--- src/rtl/branch_predictor.sv ---
// Two-bit saturating-counter branch direction predictor with a misprediction counter.
// Define BRANCH_PREDICTOR_GSHARE_EN to XOR a global history register into the lookup index.
module branch_predictor #(
   parameter int IDX_BITS = 6
) (
   input  logic                clk,
   input  logic                rst_n,
   input  logic                lookup_valid,
   input  logic [31:0]         lookup_pc,
   output logic                pred_valid,
   output logic                pred_taken,
   output logic [IDX_BITS-1:0] pred_idx,
   input  logic                upd_valid,
   input  logic [IDX_BITS-1:0] upd_idx,
   input  logic                upd_taken,
   input  logic                upd_predicted,
   output logic [31:0]         mispredicts
);

   // Valid-only handshakes: a lookup is taken whenever lookup_valid is high, an
   // update whenever upd_valid is high; there is no ready, both are accepted every cycle.
   localparam int DEPTH = 1 << IDX_BITS;

   logic [1:0]          ctr_q [DEPTH];
   logic [IDX_BITS-1:0] lk_idx;
   logic [31:0]         miss_cnt;
   logic                unused_pc_bits;

   assign unused_pc_bits = ^{lookup_pc[31:IDX_BITS+2], lookup_pc[1:0]};

`ifdef BRANCH_PREDICTOR_GSHARE_EN
   logic [IDX_BITS-1:0] ghr;

   // The lookup sees the history as it stood before this cycle's update.
   assign lk_idx = lookup_pc[IDX_BITS+1:2] ^ ghr;

   always_ff @(posedge clk or negedge rst_n) begin
      if (!rst_n) begin
         ghr <= '0;
      end else if (upd_valid) begin
         ghr <= {ghr[IDX_BITS-2:0], upd_taken};
      end
   end
`else
   assign lk_idx = lookup_pc[IDX_BITS+1:2];
`endif

   // Counter table; a same-cycle lookup reads the pre-update value (no bypass).
   always_ff @(posedge clk or negedge rst_n) begin
      if (!rst_n) begin
         for (int i = 0; i < DEPTH; i++) begin
            ctr_q[i] <= 2'b01;
         end
      end else if (upd_valid) begin
         if (upd_taken && (ctr_q[upd_idx] != 2'b11)) begin
            ctr_q[upd_idx] <= ctr_q[upd_idx] + 2'b01;
         end else if (!upd_taken && (ctr_q[upd_idx] != 2'b00)) begin
            ctr_q[upd_idx] <= ctr_q[upd_idx] - 2'b01;
         end
      end
   end

   always_ff @(posedge clk or negedge rst_n) begin
      if (!rst_n) begin
         pred_valid <= 1'b0;
         pred_taken <= 1'b0;
         pred_idx   <= '0;
      end else begin
         pred_valid <= lookup_valid;
         if (lookup_valid) begin
            pred_taken <= ctr_q[lk_idx][1];
            pred_idx   <= lk_idx;
         end
      end
   end

   always_ff @(posedge clk or negedge rst_n) begin
      if (!rst_n) begin
         miss_cnt <= '0;
      end else if (upd_valid && (upd_taken != upd_predicted)) begin
         miss_cnt <= miss_cnt + 32'd1;
      end
   end

   assign mispredicts = miss_cnt;

endmodule

--- config.mk ---
export PLATFORM = sky130hd
export DESIGN_NAME = branch_predictor
export DESIGN_NICKNAME = d
export VERILOG_FILES = /design/src/rtl/branch_predictor.sv
export SDC_FILE = /design/constraint.sdc
export NUM_CORES = 1
export LEC_CHECK = 0
export ABC_AREA = 1
export CAP_MARGIN = 5
export CORE_AREA = 2 2 237 169
export CTS_BUF_LIST = sky130_fd_sc_hd__clkbuf_4
export CTS_CLUSTER_DIAMETER = 40
export DETAILED_ROUTE_END_ITERATION = 8
export DIE_AREA = 0 0 239 171
export PLACE_DENSITY_LB_ADDON = 0.1
export SLEW_MARGIN = 20
export SYNTH_ARGS = -nofsm -noshare
export SYNTH_HDL_FRONTEND = slang
export SYNTH_SLANG_ARGS = --single-unit
--- constraint.sdc ---
create_clock -name clk -period 5.2 [get_ports clk]
set_input_delay 1.04 -clock clk [delete_from_list [all_inputs] [get_ports clk]]
set_output_delay 1.04 -clock clk [all_outputs]
set_load 0.005 [all_outputs]
== After elaboration in Yosys (flattened, before gate mapping) ==
Cells that the tools add are included.

* Register bits: 168
* Input port bits: 44
* Memories: 0
* RAM bits: 0
* Output and inout port bits: 40
* Memory bits (read-only): 0
* Latch bits: 0

* Magnitude comparators: 3
* Add/sub/neg operators: 3
* Divide/modulo/power cells: 0
* Multiplexer cells: 12
* Shifts and indexed selects: 0
* Reduce and logical (&&, ||, !) cells: 8
* $mul: 0
* Equality and inequality tests: 2
* Bitwise logic cells: 2

{| class="wikitable"
|+ Operators by type and width
! kind !! count
|-
| bitwise mux 128 bit || 2
|-
| 2-to-1 mux 128 bit || 2
|-
| adder 32 x 1 -> 32 bit, second input constant || 1
|-
| binary-select mux 2 bit (select 6 bit) || 2
|-
| greater-or-equal comparator 7 bit, second input constant || 2
|-
| inverter 6 -> 7 bit || 2
|-
| demux 2 bit (select 6 bit) || 1
|-
| 2-to-1 mux 2 bit || 5
|-
| < comparator 7 x 1 -> 1 bit, second input constant || 1
|-
| logical AND 1 bit || 4
|-
| nonzero test 2 bit || 2
|-
| adder 2 x 1 -> 2 bit, second input constant || 1
|-
| inequality test 2 bit, second input constant || 1
|-
| AND reduction 2 bit || 1
|-
| subtractor 2 x 1 -> 2 bit, second input constant || 1
|-
| logical NOT 1 bit || 1
|-
| inequality test 1 bit || 1
|}

== Longest topological paths before layout ==
Gate-level depths: netlist of run 1.

* Depth in word-level cells: 8
* Gate-level depth with buffers: 25

== Least setup slack after synthesis of run 1 ==
Ideal clock, no wire load.

* Path type: input to register
* From: input upd_idx[0]
* To: register ctr_q[17] (netlist name)
* Required time: 5.054 ns
* Buffers on the path: 3
* Arrival time: 3.355 ns
* Stages: 22
* Path slack: 1.699 ns
* Cell sequence: buf_4 > buf_2 > clkbuf_1 > nand2_1 > a21oi_1 > o21ai_0 > nand2_1 > nand2_1 > nand2_1 > nor2_1 > nand2_1 > inv_1 > ha_1 > or2_2 > a21oi_1 > inv_1 > nor2_1 > inv_1 > nor2_1 > inv_1 > nand2_1 > o21ai_0

* Word-level cells in the longest chain between the ends: 8
* Elaborated cells on any way between the ends: 21
* Classes of those cells: add/sub (2); order compare (2); eq/ne (1); mux (9); bitwise (1); reduce/logical (6)

{| class="wikitable"
|+ RTL lines
! element !! line !! RTL
|-
| from (decl) || 14 || <nowiki>input logic [IDX_BITS-1:0] upd_idx,</nowiki>
|-
| inverter 6 -> 7 bit (implied by the code) (*) || - ||
|-
| binary-select mux 2 bit (select 6 bit), or another cell as far along || - ||
|-
| 2-to-1 mux 2 bit (implied by the code) or logical AND 1 bit (tied branches) || - ||
|-
| 2-to-1 mux 2 bit (on tied branches) || - ||
|-
| subtractor 2 x 1 -> 2 bit, or another cell as far along || 58 || <nowiki>ctr_q[upd_idx] <= ctr_q[upd_idx] - 2'b01;</nowiki>
|-
| bitwise mux 128 bit, or another cell as far along || 58 ||
|-
| 2-to-1 mux 128 bit or nonzero test 2 bit (tied branches) || - ||
|-
| 2-to-1 mux 128 bit or AND reduction 2 bit (tied branches) || - ||
|-
| to (signal, indexed assignment) || 56 || <nowiki>ctr_q[upd_idx] <= ctr_q[upd_idx] + 2'b01;</nowiki>
|-
| to (signal, indexed assignment) || 58 ||
|-
| to (decl) || 24 || <nowiki>logic [1:0] ctr_q [DEPTH];</nowiki>
|}

Every way passes the cells marked *; elsewhere a longest branch is shown, timed or not. The select of a mux whose other input is x is not followed.
A chain may end at the register's enable or synchronous reset.

== Worst setup path in the final report of run 1 ==
* From: input upd_idx[2]
* To: register ctr_q[51] (netlist name)

The elaborated chain is that of the path after synthesis.

==> results.md, run 1 <==
- Port Buffers: 57
- All-layer global routing usage: 18.5%
- Total CTS buffers: 17
- Reg2Reg Setup Slack: 1940 ps
- # hold bufs at CTS: 0
- Drt pass-1 iters: 5
- Global route overflow: 0
- Critical path type: in -> reg
- Distinct cells, synth: 30
- Starting Density: 24.6%
- Final setup fails: 0
- Number of gates resized after CTS: 0
- Multi-input logic area: 0.00450 mm^2
- Via/cell ratio: 4.62
- Peak supply drop: 147 uV
- Routed WL: 36.3 mm
- Worst slack, placed: 452 ps
- Worst r2r path cells: 19
- Core Area: 0.0389 mm^2
- Post-Synthesis Net Count: 1433
- I/O Pins: 84
- Fmax: 243 MHz
- Min Tclk post-route: 4120 ps
- Max cap viols: 0
- Synth-to-Final Area Change: 16.4%
- Worst Path Max Fanout: 8
- Fin. Hold Viols: 0
- Post-route DRC: 0
- CTS tree: built
- Register area: 0.00428 mm^2
- Final Core Density: 28.6%
- Layout Cells excl Fill: 1959
- Synthesis-stage register bit count: 168
- Clk_skew: 38.4 ps
- Core Rows: 61
- Hold Path Class: in -> async
- Die ar.: 0.0409 mm^2
- Slew HR: 39.0%
- DP Cell Count: 1926
- Initial antenna violation count: 1
- Outcome: finished clean
- Syn Std Cell Area: 0.00958 mm^2
- Mean Syn Cell Area: 6.91 um^2
- Most frequent cells in the layout: 564 x nand2_1, 140 x nand3_1, 128 x inv_1
- Synth Instances: 1386
- First-pass GRT wire length: 55.7 mm
- Setup Fix Bufs, Post-CTS: 0
- Deepest clock path buffer count: 2
- Nets: 1488
- Clk sinks: 168
- Crit path setup slack, layout: 1080 ps
- Clock slew at reported path FFs: 170 ps
- H-tree depth: 4
- Critical Path RT: 5710 ps
- LEAKAGE: 4.87 nW
- FF-to-FF End: ctr_q[51]
- Antenna viol nets, final: 0
- Clk_lat worst skew: 650 ps
- Die height: 171 um
- Dpl cell area: 0.0108 mm^2
- Pin count of the biggest net entering global routing: 104
- Tcrit/Tclk final: 79.2%
- Startpoint types: primary input
- Final Instance Area: 0.0111 mm^2
- Critical path capture point type: flip-flop
- Synth Warn #: 0
- Vias in the first global route: 8784
- CP arrival: 4620 ps
- Routed WL per cell: 18.5 um
- Gpl congestion: 0.826
- Setup TNS: 0 ps
- Post-DP HPWL: 23.9 mm
- Power per cell area: 304 mW/mm^2
- RSZ-0062 raised after global routing: false
- Layout cell share with drive strength beyond 1: 10.0%
- Slew Viols, Final: 0
- Fill cells: 4296
- Most common cell after layout, fill and taps aside: nand2_1
- Vias: 9043
- Die Wd: 239 um
- Slew of the pin with the lowest slew margin: 915 ps
- Root buf cell: clkbuf_4
- Initial DRC Count: 697
- Register area share after synthesis: 44.7%
-- routing by layer --
layer,up-vias,track usage [%],part of all wire (%)
li1,4479,-,-
met3,27,3.03,4.9
met4,0,4.62,1.5
met2,206,26.0,41
met1,4331,28.6,53
met5,-,0,0
-- cell families (layout without fill, tap and decap cells) --
family | Yosys count | in the layout | share of synthesized area, %
AND/OR/NAND/NOR | 871 | 871 | 37.3
buffers and inverters | 189 | 257 | 8.41
flip-flops | 168 | 168 | 44.7
AO/OA/AOI/OAI | 131 | 131 | 6.92
XOR/XNOR | 24 | 24 | 2.19
adder cells (fa/ha/maj) | 3 | 3 | 0.392
other | 0 | 1 | 0
-- metrics by stage --
| step | hold WS [ps] | power (mW) |
|---|---|---|
| final | 359 | 3.39 |
| after global routing | 382 | 3.58 |
| after CTS | 355 | 3.44 |
| after detailed placement | 456 | 2.39 |
| after global placement | 455 | 2.39 |
| after floorplan | 446 | 2.04 |
-- layout make-up --
class	instances	share of cell area, %
clock inverter	13	2.02
clock buffer	19	1.28
timing repair buffer	87	7.55
multi-input combinational	1029	40.4
tap	504	5.66
sequential	168	38.4
inverter	138	4.65
antenna	1	0.0224
-- power by group --
part	total (mW)	internal, mW	switching [mW]
Clock	1.02	0.488	0.535
Sequential	1.67	1.52	0.151
Combinational	0.698	0.257	0.441
-- worst max path at each step --
stage                           from        end  slack (ps)  cells after the start
after floorplan           upd_idx[0]  ctr_q[17]        1700                     22
after global placement    upd_idx[1]  ctr_q[99]         470                     22
after detailed placement  upd_idx[1]  ctr_q[19]         450                     22
after CTS                 upd_idx[1]  ctr_q[51]        1150                     22
after global routing      upd_idx[1]  ctr_q[51]         780                     22
final                     upd_idx[2]  ctr_q[51]        1080                     23
-- critical path, cell delays in order --
cell,delay [ps]
clkdlybuf4s50_1,590
inv_2,200
nand3_1,110
inv_1,300
nand2_1,80
nand2_1,80
nor2_1,40
nand2_1,80
nand2_1,80
nand2_1,130
nor2_4,50
nand2_1,150
inv_1,60
ha_1,180
or2_2,260
a21oi_1,120
inv_1,170
nor2_1,130
inv_1,300
nor2_1,250
inv_1,100
nand2_1,60
o21ai_0,70
-- Yosys cell counts, drive strengths merged --
cell	instances	area, um^2
buf	29	205
xnor2	10	87.6
a22oi	2	15.0
clkinv	2	7.51
clkbuf	22	82.6
xor2	14	123
nand4	11	68.8
o22ai	2	12.5
o21ai	93	465
nand2	564	2120
nand3b	7	52.6
nor3	28	145
ha	3	37.5
a21oi	34	170
nand3	141	711
nor2	112	425
or2	5	31.3
nor4	3	25.0
dfstp	64	1680
dfrtp	104	2600
inv	136	510
Note: power is estimated with default switching activity, not from simulation.
==> run 2, diff against run 1 <==
==> constraint.sdc (replaced) <==
create_clock -name clk -period 4.3 [get_ports clk]
set_input_delay 0.86 -clock clk [delete_from_list [all_inputs] [get_ports clk]]
set_output_delay 0.86 -clock clk [all_outputs]
set_load 0.005 [all_outputs]
==> run 2 against run 1 <==
Critical path depth unchanged. Non-clock buffer count increased by 38. Cell area grew 3.2%. Critical path type unchanged. Largest cell class unchanged.
==> results.md, run 2 (synthesized netlist as in run 1, its figures left out) <==
- Die height: 171 um
- Global route overflow: 0
- Slew HR: 39.4%
- Layout Cells excl Fill: 1999
- Min Tclk post-route: 3710 ps
- Initial antenna violation count: 2
- Clk_skew: 36.3 ps
- FF-to-FF End: ctr_q[117]
- Number of gates resized after CTS: 0
- Die ar.: 0.0409 mm^2
- # hold bufs at CTS: 0
- Most frequent cells in the layout: 564 x nand2_1, 140 x nand3_1, 128 x inv_1
- Startpoint types: primary input
- Nets: 1526
- Slew Viols, Final: 0
- Deepest clock path buffer count: 2
- Setup Fix Bufs, Post-CTS: 0
- DP Cell Count: 1964
- Tcrit/Tclk final: 86.4%
- Via/cell ratio: 4.61
- Pin count of the biggest net entering global routing: 78
- LEAKAGE: 5.07 nW
- Clk sinks: 168
- Hold Path Class: in -> async
- Fin. Hold Viols: 0
- Worst r2r path cells: 20
- Final Core Density: 29.6%
- Clock slew at reported path FFs: 170 ps
- Post-DP HPWL: 24.8 mm
- Outcome: finished clean
- Vias in the first global route: 8747
- Power per cell area: 341 mW/mm^2
- Antenna viol nets, final: 0
- Total CTS buffers: 17
- Synth-to-Final Area Change: 20.1%
- Critical Path RT: 4810 ps
- CTS tree: built
- Gpl congestion: 0.819
- Clk_lat worst skew: 650 ps
- Crit path setup slack, layout: 587 ps
- Max cap viols: 0
- H-tree depth: 4
- Clk pwr share: 26.1%
- RSZ-0062 raised after global routing: false
- Combinational fraction of design power: 22.4%
- Starting Density: 24.6%
- Worst Path Max Fanout: 8
- P_int: 2.53 mW
- Most common cell after layout, fill and taps aside: nand2_1
- Reg2Reg Setup Slack: 1160 ps
- Core Area: 0.0389 mm^2
- Initial DRC Count: 700
- First-pass GRT wire length: 55.4 mm
- Fmax: 269 MHz
- Root buf cell: clkbuf_4
- Critical path type: in -> reg
- Peak supply drop: 231 uV
- Vias: 9208
- CP arrival: 4220 ps
- Seq pwr share: 51.5%
- Routed WL: 36.5 mm
- All-layer global routing usage: 18.4%
- Switch Pwr: 1.39 mW
- Drt pass-1 iters: 5
- Worst slack, placed: -93.8 ps
- I/O Pins: 84
- Critical path capture point type: flip-flop
- Layout cell share with drive strength beyond 1: 12.3%
- Slew of the pin with the lowest slew margin: 910 ps
- Switch share: 35.5%
- Core Rows: 61
- Post-route DRC: 0
- Power, Total: 3.92 mW
- Routed WL per cell: 18.3 um
- Port Buffers: 57
- Final setup fails: 0
- Die Wd: 239 um
[run 2: cell types whose count changed in the layout (fill, tap and decap cells not counted), sizes merged]
cell	before	now
buf	32	70
clkbuf	19	18
clkinvlp	0	3
inv	137	139
bufinv	6	2
diode	1	3
[run 2: how the worst max path moves through the flow]
stage | startpoint | to | slack [ps]
finish | upd_idx[2] | ctr_q[117] | 590
CTS | upd_idx[1] | ctr_q[117] | 620
global route | upd_idx[2] | ctr_q[99] | 280
detailed placement | upd_idx[1] | ctr_q[27] | -90
floorplan | upd_idx[0] | ctr_q[17] | 980
global placement | upd_idx[1] | ctr_q[7] | -40
[run 2: layer usage]
| metal | global-route usage, % | vias up | routed length (um) |
|---|---|---|---|
| li1 | - | 4562 | - |
| met3 | 3.42 | 27 | 1630 |
| met5 | 1.94 | - | 104 |
| met2 | 25.4 | 186 | 14600 |
| met1 | 28.5 | 4431 | 19700 |
| met4 | 4.38 | 2 | 501 |
[run 2: final cells by class]
| cell class | instances | area (um^2) |
|---|---|---|
| Timing Repair Buffer | 125 | 1280 |
| Sequential cell | 168 | 4280 |
| Clock inverter | 14 | 149 |
| Fill cell | 4274 | 27400 |
| Tap cell | 504 | 631 |
| Inverter | 138 | 518 |
| Clock buffer | 18 | 135 |
| Multi-Input combinational cell | 1029 | 4500 |
| Antenna cell | 3 | 7.51 |
[run 2: power by group through the flow]
| stage | Combinational [mW] | Clock (mW) | Sequential (mW) |
|---|---|---|---|
| 2_1_floorplan | 0.475 | 0 | 1.99 |
| 3_3_place_gp | 0.880 | 0 | 2.04 |
| 3_5_place_dp | 0.886 | 0 | 2.04 |
| 4_1_cts | 0.889 | 1.07 | 2.02 |
| 5_1_grt | 0.985 | 1.12 | 2.05 |
| 6_report | 0.880 | 1.02 | 2.02 |
[run 2: critical path, stage by stage]
cell and delay (ps):
clkdlybuf4s50_1 450, buf_12 160, inv_2 150, nand3_1 140, inv_2 190, nand2_1 80
nand4_1 100, o21ai_0 170, nand2_1 110, nor2_1 40, nand2_1 170, inv_1 70
ha_1 200, or2_2 270, a21oi_1 140, inv_1 160, nor2_1 120, inv_1 110
buf_12 170, nor2_1 130, inv_1 100, nand2_1 60, o21ai_0 60
[run 2: stage by stage]
step	TNS (ps)	hold WS, ps	instance area (um^2)
after floorplan	0	446	9580
after global placement	-258	453	11200
after detailed placement	-2000	456	11200
after CTS	0	181	11500
after global routing	0	164	11500
final	0	168	11500
